`src/rtl/dcache_evict_buffer_pkg.sv`:
```
// Shared data-cache defines: geometry, AXI ids/encodings and the write-back FSM states.
// Imported by the eviction buffer and its bench.
package dcache_evict_buffer_pkg;

   localparam int PADDR_SIZE  = 32;
   localparam int DATA_BYTE   = 8;     // AXI data bus width in bytes
   localparam int DCACHE_LINE = 32;    // line size in bytes
   localparam int DCACHE_BANK = 4;
   localparam int DCACHE_BITS = 64;
   localparam int EVB_DEPTH   = 4;

   localparam int                  AXI_ID_W  = 4;
   localparam logic [AXI_ID_W-1:0] DCACHE_ID = 4'd1;

   localparam logic [1:0] AXI_BURST_INCR = 2'b01;
   localparam logic [1:0] AXI_RESP_OKAY  = 2'b00;
   localparam logic [2:0] AXI_SIZE_DATA  = 3'($clog2(DATA_BYTE));

   typedef enum logic [1:0] {
      WB_IDLE,
      WB_AW,
      WB_W,
      WB_B
   } wb_state_e;

endpackage

```
`src/rtl/dcache_evict_buffer.sv`:
```
// Dirty-victim buffer: holds evicted lines until the replacing refill is released,
// then writes them back over AXI strictly in allocation order.
module dcache_evict_buffer
   import dcache_evict_buffer_pkg::*;
#(
   parameter int DEPTH = EVB_DEPTH,
   parameter int BEATS = DCACHE_LINE / DATA_BYTE
)(
   input  logic                               clk,
   input  logic                               rst,
   input  logic                               enq_valid,
   output logic                               enq_ready,
   input  logic [PADDR_SIZE-1:0]              enq_addr,
   input  logic [DCACHE_BANK*DCACHE_BITS-1:0] enq_data,
   output logic [$clog2(DEPTH)-1:0]           enq_idx,
   input  logic                               release_valid,
   input  logic [$clog2(DEPTH)-1:0]           release_idx,
   input  logic [PADDR_SIZE-1:0]              probe_addr,
   output logic                               probe_hit,
   output logic                               aw_valid,
   input  logic                               aw_ready,
   output logic [AXI_ID_W-1:0]                aw_id,
   output logic [PADDR_SIZE-1:0]              aw_addr,
   output logic [7:0]                         aw_len,
   output logic [2:0]                         aw_size,
   output logic [1:0]                         aw_burst,
   output logic                               aw_lock,
   output logic [3:0]                         aw_cache,
   output logic [2:0]                         aw_prot,
   output logic [3:0]                         aw_qos,
   output logic [3:0]                         aw_region,
   output logic                               w_valid,
   input  logic                               w_ready,
   output logic [DATA_BYTE*8-1:0]             w_data,
   output logic [DATA_BYTE-1:0]               w_strb,
   output logic                               w_last,
   input  logic                               b_valid,
   output logic                               b_ready,
   input  logic [AXI_ID_W-1:0]                b_id,
   input  logic [1:0]                         b_resp
);

   localparam int IDX_W  = $clog2(DEPTH);
   localparam int BEAT_W = DATA_BYTE * 8;
   localparam int LINE_W = DCACHE_BANK * DCACHE_BITS;
   localparam int OFF_W  = $clog2(DCACHE_LINE);
   localparam int TAG_W  = PADDR_SIZE - OFF_W;
   localparam int CNT_W  = (BEATS > 1) ? $clog2(BEATS) : 1;

   typedef struct packed {
      logic [TAG_W-1:0]  line;
      logic [LINE_W-1:0] data;
   } entry_t;

   entry_t           mem [DEPTH];
   logic [DEPTH-1:0] valid;
   logic [DEPTH-1:0] released;
   logic [IDX_W-1:0] head;
   logic [IDX_W-1:0] tail;
   logic [CNT_W-1:0] beat_cnt;
   wb_state_e        state;

   logic             enq_fire;
   logic             release_ok;
   logic             head_go;
   logic [DEPTH-1:0] hit_vec;
   logic [BEAT_W-1:0] beat [BEATS];
   logic             unused_ok;

   assign enq_ready  = ~valid[tail];
   assign enq_idx    = tail;
   assign enq_fire   = enq_valid & enq_ready;
   assign release_ok = release_valid & valid[release_idx];
   // A release aimed at the head is honoured the same cycle so AW can rise one cycle later.
   assign head_go    = valid[head] & (released[head] | (release_valid & (release_idx == head)));

   // Payload storage is never reset; valid qualifies every use.
   always_ff @(posedge clk) begin
      if (enq_fire) begin
         mem[tail] <= '{line: enq_addr[PADDR_SIZE-1:OFF_W], data: enq_data};
      end
   end

   for (genvar gi = 0; gi < DEPTH; gi++) begin : g_probe
      assign hit_vec[gi] = valid[gi] & (mem[gi].line == probe_addr[PADDR_SIZE-1:OFF_W]);
   end
   assign probe_hit = |hit_vec;

   for (genvar gi = 0; gi < BEATS; gi++) begin : g_beat
      assign beat[gi] = mem[head].data[gi*BEAT_W +: BEAT_W];
   end

   assign aw_id     = DCACHE_ID;
   assign aw_addr   = {mem[head].line, OFF_W'(0)};
   assign aw_len    = 8'(BEATS - 1);
   assign aw_size   = AXI_SIZE_DATA;
   assign aw_burst  = AXI_BURST_INCR;
   assign aw_lock   = 1'b0;
   assign aw_cache  = 4'd0;
   assign aw_prot   = 3'd0;
   assign aw_qos    = 4'd0;
   assign aw_region = 4'd0;
   assign w_data    = beat[beat_cnt];
   assign w_strb    = '1;
   assign w_last    = w_valid & (beat_cnt == CNT_W'(BEATS - 1));

   // Any b_resp completes the entry; errors are not retried.
   assign unused_ok = ^{b_id, b_resp, enq_addr[OFF_W-1:0], probe_addr[OFF_W-1:0]};

   always_ff @(posedge clk or negedge rst) begin
      if (!rst) begin
         valid    <= '0;
         released <= '0;
         head     <= '0;
         tail     <= '0;
         beat_cnt <= '0;
         state    <= WB_IDLE;
         aw_valid <= 1'b0;
         w_valid  <= 1'b0;
         b_ready  <= 1'b0;
      end else begin
         if (release_ok) begin
            released[release_idx] <= 1'b1;
         end
         if (enq_fire) begin
            valid[tail]    <= 1'b1;
            released[tail] <= 1'b0;
            tail           <= tail + 1'b1;
         end
         case (state)
            WB_IDLE: begin
               if (head_go) begin
                  state    <= WB_AW;
                  aw_valid <= 1'b1;
               end
            end
            WB_AW: begin
               if (aw_ready) begin
                  state    <= WB_W;
                  aw_valid <= 1'b0;
                  w_valid  <= 1'b1;
               end
            end
            WB_W: begin
               if (w_ready) begin
                  if (w_last) begin
                     state    <= WB_B;
                     w_valid  <= 1'b0;
                     b_ready  <= 1'b1;
                     beat_cnt <= '0;
                  end else begin
                     beat_cnt <= beat_cnt + 1'b1;
                  end
               end
            end
            WB_B: begin
               if (b_valid) begin
                  valid[head]    <= 1'b0;
                  released[head] <= 1'b0;
                  head           <= head + 1'b1;
                  beat_cnt       <= '0;
                  b_ready        <= 1'b0;
                  state          <= WB_IDLE;
               end
            end
            default: state <= WB_IDLE;
         endcase
      end
   end

endmodule

```
`config.mk`:
```
export PLATFORM = sky130hd
export DESIGN_NAME = dcache_evict_buffer
export DESIGN_NICKNAME = d
export VERILOG_FILES = /design/src/rtl/dcache_evict_buffer_pkg.sv /design/src/rtl/dcache_evict_buffer.sv
export SDC_FILE = /design/constraint.sdc
export NUM_CORES = 1
export LEC_CHECK = 0
export BUFFER_PORTS_ARGS = -buffer_cell sky130_fd_sc_hd__buf_2
export CELL_PAD_IN_SITES_DETAIL_PLACEMENT = 1
export CELL_PAD_IN_SITES_GLOBAL_PLACEMENT = 1
export CORE_ASPECT_RATIO = 1.1
export CORE_MARGIN = 4
export CORE_UTILIZATION = 45
export CTS_CLUSTER_DIAMETER = 150
export DETAILED_ROUTE_END_ITERATION = 10
export GPL_ROUTABILITY_DRIVEN = 1
export PLACE_DENSITY_LB_ADDON = 0.05
export RECOVER_POWER = 50
export SETUP_SLACK_MARGIN = 0.2
export SYNTH_ARGS = -nofsm -noshare
export SYNTH_HDL_FRONTEND = slang
export SYNTH_SLANG_ARGS = --single-unit
```
`constraint.sdc`:
```
create_clock -name clk -period 9.2 [get_ports clk]
set_clock_uncertainty 0.05 [all_clocks]
set_input_delay 0.92 -clock clk [delete_from_list [all_inputs] [get_ports clk]]
set_output_delay 0.92 -clock clk [all_outputs]
set_load 0.02 [all_outputs]
```
# Yosys cells after proc, flatten, opt, wreduce, memory -nomap -nowiden
# Memories as Yosys holds them, arrays and structs flattened.
# Cells that the tools add are included.
word_totals:
  register_bits: 19
  ram_bits: 1132
  in_bits: 335
  output_inout_bits: 145
  n_memories: 1
mem_list:
  columns: ["name", "words", "word_bits", "read_ports", "rd_ports_with_merged_regs", "write_ports", "line_no", "text"]
  rows:
  - ["mem", 4, 283, 5, 0, 1, "dcache_evict_buffer.sv:55", "entry_t mem [DEPTH];"]
classes:
  add_sub_neg: 3
  n_lt_le_gt_ge: 7
  n_eq_ne: 14
  mux: 46
  bitwise_logic: 19
  reduce_logical: 14
op_table:
  columns: ["operator", "n"]
  rows:
  - ["64-bit binary-select mux with 2-bit select", 1]
  - ["64-bit two-way mux", 2]
  - ["27-bit == test", 4]
  - ["4-bit two-way mux", 7]
  - ["1-bit two-way mux", 17]
  - ["2-bit two-way mux", 7]
  - ["4-bit bitwise AND", 3]
  - ["2-bit inequality test (second input constant)", 5]
  - ["1-bit bitwise AND", 9]
  - ["2-bit by 3-bit less-than comparator with 1-bit output (second input constant)", 3]
  - ["1-bit binary-select mux with 2-bit select", 4]
  - ["4-bit NOT", 2]
  - ["4-bit bitwise OR", 2]
  - ["2-bit one-hot mux with 4 select lines", 1]
  - ["4-bit AND reduction", 2]
  - ["2-bit by 1-bit adder with 2-bit output (second input constant)", 3]
  - ["1-bit demux with 2-bit select", 3]
  - ["2-bit == test (second input constant)", 3]
  - ["2-bit by 1-bit greater-or-equal comparator with 1-bit output (second input constant)", 3]
  - ["1-bit one-hot mux with 2 select lines", 3]
  - ["3-bit AND reduction", 2]
  - ["2-bit nonzero test", 3]
  - ["5-bit AND reduction", 1]
  - ["2-bit one-hot mux with 2 select lines", 1]
  - ["other kinds (10)", 12]

# Depth between registers and ports, before layout
# Gate-level depths: netlist (run 1).
depth:
  word_depth: 11
  ltp_mapped: 9
  ltp_nobuf: 7

# Worst setup path after synthesis (run 1)
# OpenSTA, ideal clock, no wires.
synth_path:
  path_kind: "reg2reg"
  startpoint: "register tail[0], in the netlist enq_idx[0]"
  endpoint: "memory mem[2][0] (netlist name) (enable)"
  setup_ps: 682
  arrival_ps: 7850
  slack_ps: 617
  stages_incl_launch_ff: 4
  n_path_buf: 0
  cell_sequence: "dfrtp_1 > mux4_2 > nor2b_1 > and2_1"
synth_between:
  elab_chain_len: 6
synth_rtl:
  columns: ["element", "line_no", "text"]
  rows:
  - ["from (decl)", "dcache_evict_buffer.sv:59", "logic [IDX_W-1:0] tail;"]
  - ["from (signal assigned)", "dcache_evict_buffer.sv:128", "tail <= tail + 1'b1;"]
  - ["1-bit binary-select mux with 2-bit select", "dcache_evict_buffer.sv:70", "assign enq_ready = ~valid[tail];"]
  - ["1-bit two-way mux (not written as such)", "dcache_evict_buffer.sv:70", null]
  - ["1-bit NOT", "dcache_evict_buffer.sv:70", null]
  - ["1-bit bitwise AND", "dcache_evict_buffer.sv:72", "assign enq_fire = enq_valid & enq_ready;"]
  - ["1-bit two-way mux", "dcache_evict_buffer.sv:79", "if (enq_fire) begin"]
  - ["1-bit two-way mux (not written as such)", "dcache_evict_buffer.sv:80", "mem[tail] <= '{line: enq_addr[PADDR_SIZE-1:OFF_W], data: enq_data};"]
  - ["to (decl)", "dcache_evict_buffer.sv:55", null]
# Several ways; a longest one is shown, not always the timed one. The select of a mux whose other input is x is not followed.

# Worst setup path in the final report (run 1)
layout_path:
  startpoint: "register beat_cnt[0]"
  endpoint: "output port w_data[31]"
layout_between:
  elab_chain_len: 4
layout_rtl:
  columns: ["element", "line_no", "text"]
  rows:
  - ["from (decl)", "dcache_evict_buffer.sv:60", "logic [CNT_W-1:0] beat_cnt;"]
  - ["from (signal assigned)", "dcache_evict_buffer.sv:152", "beat_cnt <= beat_cnt + 1'b1;"]
  - ["2-bit NOT with 3-bit output (not written as such)", "dcache_evict_buffer.sv:103", "assign w_data = beat[beat_cnt];"]
  - ["64-bit binary-select mux with 2-bit select", "dcache_evict_buffer.sv:103", null]
  - ["64-bit two-way mux (not written as such) (2 in a row)", "dcache_evict_buffer.sv:103", null]
  - ["to (decl)", "dcache_evict_buffer.sv:34", "output logic [DATA_BYTE*8-1:0] w_data,"]
# No other way between the ends. The select of a mux whose other input is x is not followed.

==> results of run 1 <==
[report_power, final]
part / leakage (nW) / internal, mW / switching, mW
Clock: 1.83 / 2.65 / 1.94
Combinational: 3.89 / 2.12 / 2.54
Sequential: 10.5 / 6.75 / 0.371
Total: 16.2 / 11.5 / 4.85
[Yosys cell counts (all sizes together)]
master / n / share of area
nor2b: 3 / 0.00042
nand3: 1 / 0.00011
nor2: 2 / 0.00017
a22o: 1 / 0.00019
ha: 14 / 0.0039
a211oi: 4 / 0.00067
buf: 96 / 0.016
o21ai: 7 / 0.00078
conb: 2 / 0.00017
a2bb2oi: 4 / 0.00078
o2111ai: 1 / 0.00033
nand4: 21 / 0.0029
nor4: 16 / 0.0022
dfrtp: 19 / 0.011
nand2b: 2 / 0.00028
mux2i: 1 / 0.00022
and2: 6 / 0.00083
nor3: 1 / 0.00011
nand2: 7 / 0.00058
o2bb2ai: 1 / 0.00019
a21o: 1 / 0.00017
clkbuf: 41 / 0.0034
edfxtp: 1132 / 0.76
xnor2: 64 / 0.012
a21oi: 4 / 0.00044
mux2: 1 / 0.00025
and3: 1 / 0.00014
inv: 10 / 0.00083
a31oi: 4 / 0.00056
a41oi: 2 / 0.00039
xor2: 48 / 0.0093
mux4: 350 / 0.18
[per-stage QoR]
step,util,total power [mW]
3_5_place_dp,0.487,12.1
2_1_floorplan,-,10.8
5_1_grt,0.521,17.2
3_3_place_gp,0.487,12.0
6_report,0.521,16.4
4_1_cts,0.524,16.7
[per-layer routing]
layer	share of wire	vias up	GRT usage	wire [µm]
met3	0.080	178	0.0645	8070
met1	0.40	10800	0.249	39800
li1	-	8839	-	-
met5	0.0024	-	0	242
met2	0.50	532	0.316	50400
met4	0.020	34	0.0527	1970
[critical path, delay by kind of cell, from the launching register on]
family   cells  cell delay [ns]
flops        1             2.43
mux          1             0.60
buf+inv      2             1.22
[cells by family (layout without fill, tap and decap cells)]
group / after synthesis / in the layout
xor gates and xnor gates: 112 / 112
other: 2 / 74
AOI/OAI and AO/OA: 29 / 29
DFF: 1151 / 1151
adders and majority gates: 14 / 14
muxes: 352 / 352
and+or+nand+nor: 60 / 60
buffers and inverters: 147 / 657
[cells in the final DEF, fill, tap and decap left out, types with 9 or more instances in the layout]
cell type,n
buf_2,128
nand4_1,21
clkinv_1,27
edfxtp_1,1132
inv_1,10
xor2_1,48
buf_12,12
diode_2,28
conb_1,46
xnor2_1,64
clkbuf_1,315
bufinv_16,9
ha_1,14
clkinv_2,21
clkbuf_16,119
dfrtp_1,17
nor4_1,16
mux4_2,350
[sequential cells by signal, summed over array words and instances, names as in the netlist]
name	cells
released	4
mem	1132
beat_cnt	2
w_valid	1
head	2
valid	4
aw_valid	1
b_ready	1
enq_idx	2
state	2
[area by class of cell]
| type | count | area (µm²) | area share |
|---|---|---|---|
| Antenna cell | 28 | 70.1 | 0.00136 |
| Clock buffer | 150 | 3140 | 0.0608 |
| Clock inverter | 65 | 586 | 0.0113 |
| Inverter | 10 | 37.5 | 0.000726 |
| Multi-Input combinational cell | 613 | 9790 | 0.189 |
| Sequential cell | 1151 | 34500 | 0.667 |
| Tap cell | 1291 | 1620 | 0.0312 |
| Timing Repair Buffer | 432 | 1990 | 0.0385 |
[path summary, 6_finish.rpt]
path | to | slack, ns | startpoint
max | w_data[31] | 3.24 | beat_cnt[0]$_DFFE_PN0P_
min | aw_valid$_DFFE_PN0P_ | 0.39 | rst
max reg2reg | mem[2][213]$_DFFE_PP_ | 3.49 | enq_idx[0]$_DFFE_PN0N_
min reg2reg | b_ready$_DFFE_PN0P_ | 0.48 | b_ready$_DFFE_PN0P_
max in group asynchronous | head[1]$_DFFE_PN0P_ | 7.88 | rst
min in group clk | mem[3][257]$_DFFE_PP_ | 0.42 | enq_addr[6]
==> impl_metrics.toml, run 1 <==
[sta]
layout_setup_ws_ns = 3.24
whs_ns = 0.387
worst_pin_slew_ns = 4.01
finalSetupViolations = 0
max-slew-margin-rel = -1.67
tns_ns = 0
final-max-slew-violation-count = 118
fmax_mhz = 168
fin_crit_ns = 5.96
rsz0062_at_grt = "no"
hold_viol = 0
post-route-period-util = 0.648

[synthesis]
synth_compound_area_frac = 0.00450
syn_area_um2 = 45000
synth-simple-area-share = 0.00778
muxShareOfSynthArea = 0.176
synth_fa_ha_area_frac = 0.00389
yosys.area_share.xor_xnor = 0.0218
syn_inst = 1867
synth_top_family_by_area = "multiplexers"
seq_area_frac_synth = 0.766
yosys_register_bits = 1151
ys_warn_count = 0
avgSynthCellArea_um2 = 24.1
synthDistinctLibCells = 35

[cts]
clock-sinks = 1151
root_buffer = "clkbuf_16"
cts_resized = 0
ctsHoldBuffers = 0
cts.path.max_buffers = 3
cts_buffers = 118
post_cts_buffers = 0
cts_tree = "done"
path_clk_slew_ns = 0.06
clkLatencyLatePin_ns = 0.69
htree_levels = 3

[layout]
stdcell_area_um2 = 51700
syn_to_final_growth_pct = 14.9
fill_cells = 8740
drive_gt1_frac = 0.273
final_nets = 2675
final_cells = 3740

[critical_path]
critPathSlowestCell = "dfrtp_1"
path_cells = "buf_4, mux4_2, buf_2"
cp-end-kind = "output pin"
worstPathRequired_ns = 8.23
cp-start-kind = "register"
slowest_delay_ns = 2.43
reg2reg_depth = 4
critical_path_class = "register to output pin"
worstPathMaxFanout = 37
cp.arrival_ns = 4.99

[floorplanning]
pin_count = 480
rows = 121
start_util = 0.454
die_area_um2 = 105000
coreArea_um2 = 99200
die_h_um = 340
die_w_um = 310

[placement]
dp_hpwl_um = 59200
io_buffers = 417
gp_congestion = 0.762
dp_cells = 3497
place_ws_ns = 5.00
place_area_um2 = 48300

[power]
p_leak_nw = 16.2
ir_worst_vdd_v = 0.000304
powerDensity_nw_per_um2 = 317

[global_routing]
antenna_found_initial = 49
grt_max_degree = 149
grtUsageTotal = 0.193
first_global_vias = 22500
grt-ovfl-total = 0
grt_pass1_wl_um = 150000

[run_status]
status = "finished, violations left"
violations = "max-capacitance violations, max-slew violations"

[routing]
dr.pass1.iters = 5
ant_nets = 0
num_vias = 20400
drtIter0Drc = 1539
drt_wl_total_um = 100000
wl_per_cell_um = 26.9
viasPerCell = 5.46
drcViolationCount = 0

[worst_hold_path]
hold_class = "primary input to asynchronous set/reset pin"

[flow_run]
cap_violations = 3
No activity file was read; power rests on OpenSTA's default activity.
==> inputs of run 2 (changes only) <==
==> constraint.sdc (replaced) <==
create_clock -name clk -period 5.5 [get_ports clk]
set_clock_uncertainty 0.05 [all_clocks]
set_input_delay 0.55 -clock clk [delete_from_list [all_inputs] [get_ports clk]]
set_output_delay 0.55 -clock clk [all_outputs]
set_load 0.02 [all_outputs]
==> impl_metrics.toml, run 2 (synthesis results as in run 1) <==
[routing]
viasPerCell = 5.34
num_vias = 21500
ant_nets = 0
drcViolationCount = 0
drtIter0Drc = 1463
drt_wl_total_um = 104000
dr.pass1.iters = 5
wl_per_cell_um = 25.8

[cts]
cts_resized = 0
cts_tree = "done"
clkLatencyLatePin_ns = 0.69
cts.path.max_buffers = 3
path_clk_slew_ns = 0.06
cts_buffers = 116
htree_levels = 3
root_buffer = "clkbuf_16"
clock-sinks = 1151

[layout]
largest_reg_flops = 1132
syn_to_final_growth_pct = 21.7
stdcell_area_um2 = 54800
largest_registers = "mem x1132, released x4, valid x4"
fill_cells = 8647
final_nets = 2971
final_cells = 4032
top_register = "mem"
final_common_cell = "edfxtp_1"
mostFrequentLayoutCells = "1,132 x edfxtp_1, 350 x mux4_2, 316 x clkbuf_1"
drive_gt1_frac = 0.252

[placement]
dp_hpwl_um = 63900
dp_cells = 3519
io_buffers = 417
gp_congestion = 0.762
place_area_um2 = 48600

[sta]
fmax_mhz = 226
tns_ns = 0
worst_pin_slew_ns = 2.23
hold_viol = 0
finalSetupViolations = 0
rsz0062_at_grt = "no"
post-route-period-util = 0.805
fin_crit_ns = 4.43
final-max-slew-violation-count = 30
max-slew-margin-rel = -0.489

[critical_path]
worstPathRequired_ns = 4.90
cp.arrival_ns = 3.83
worstPathMaxFanout = 29
cp-end-kind = "output pin"
critical_path_class = "register to output pin"
cp-start-kind = "register"

[run_status]
violations = "max-capacitance violations, max-slew violations"
status = "finished, violations left"

[floorplanning]
rows = 121
die_h_um = 340
start_util = 0.454
pin_count = 480
die_w_um = 310
die_area_um2 = 105000
coreArea_um2 = 99200

[global_routing]
grt_max_degree = 91
grt_pass1_wl_um = 156000
grt-ovfl-total = 0
first_global_vias = 24100
grtUsageTotal = 0.200
antenna_found_initial = 22

[flow_run]
cap_violations = 1

[power]
p_leak_nw = 17.5
powerDensity_nw_per_um2 = 508
ir_worst_vdd_v = 0.000329

[worst_hold_path]
hold_class = "primary input to register"
-- run 2: changes by cell type in the layout (fill, tap and decap cells not counted), sizes merged --
| cell | change |
|---|---|
| buf | +21 |
| clkbuf | -1 |
| inv | -2 |
| clkinvlp | +1 |
| dlygate4sd3 | +276 |
| diode | -10 |
| bufinv | +2 |
| clkinv | +5 |
-- run 2: final timing paths --
path | start | to | slack (ns) | depth (start not counted)
setup / recovery | beat_cnt[1]$_DFFE_PN0P_ | w_data[41] | 1.07 | 3
hold / removal | enq_addr[19] | mem[3][270]$_DFFE_PP_ | 0.13 | 1
setup reg to reg | head[0]$_DFFE_PN0P_ | state[1]$_DFFE_PN0P_ | 2.06 | 7
hold reg to reg | aw_valid$_DFFE_PN0P_ | aw_valid$_DFFE_PN0P_ | 0.48 | 1
max in group asynchronous | rst | beat_cnt[0]$_DFFE_PN0P_ | 3.94 | 2
min in group asynchronous | rst | valid[3]$_DFF_PN0_ | 0.63 | 2
-- run 2: metrics by stage --
step | power (mW) | util | setup WS, ns | hold WS, ns
CTS | 28.4 | 0.556 | 1.14 | 0.000687
detailed placement | 20.4 | 0.490 | 1.92 | 0.472
global placement | 20.3 | 0.490 | 1.92 | 0.453
global route | 29.2 | 0.552 | 0.877 | 0.0983
floorplan | 17.8 | - | 0.0989 | 0.204
finish | 27.8 | 0.552 | 1.07 | 0.129
-- run 2: layer usage --
layer	vias to the layer above	global-route usage	share of wire
met5	-	0	0.00085
met4	14	0.0521	0.020
met3	150	0.0421	0.058
met2	529	0.336	0.51
met1	11400	0.268	0.41
li1	9421	-	-
-- run 2: area by class of cell --
class                      count  area, µm²  share of cell area
antenna                       18       45.0            0.000822
timing repair buffer         730       5050              0.0922
sequential                  1151      34500               0.629
tap                         1291       1620              0.0295
multi-input combinational    613       9800               0.179
inverter                      10       37.5            0.000685
clock buffer                 148       3130              0.0571
clock inverter                71        629              0.0115
-- run 2: worst max-delay path, stage by stage, from the launching register on --
cell     delay [ns]
dfrtp_1        1.85
buf_4          0.67
mux4_2         0.41
buf_2          0.18
-- run 2: timing repair --
item                       CTS  global route
hold endpoints to repair  1112             0
hold buffers               276             0
setup buffers                0             0
-- run 2: where the power goes --
group / internal [mW] / switching [mW] / total, mW
clock network: 4.52 / 3.21 / 7.73
registers: 11.3 / 0.635 / 11.9
logic: 3.78 / 4.41 / 8.19
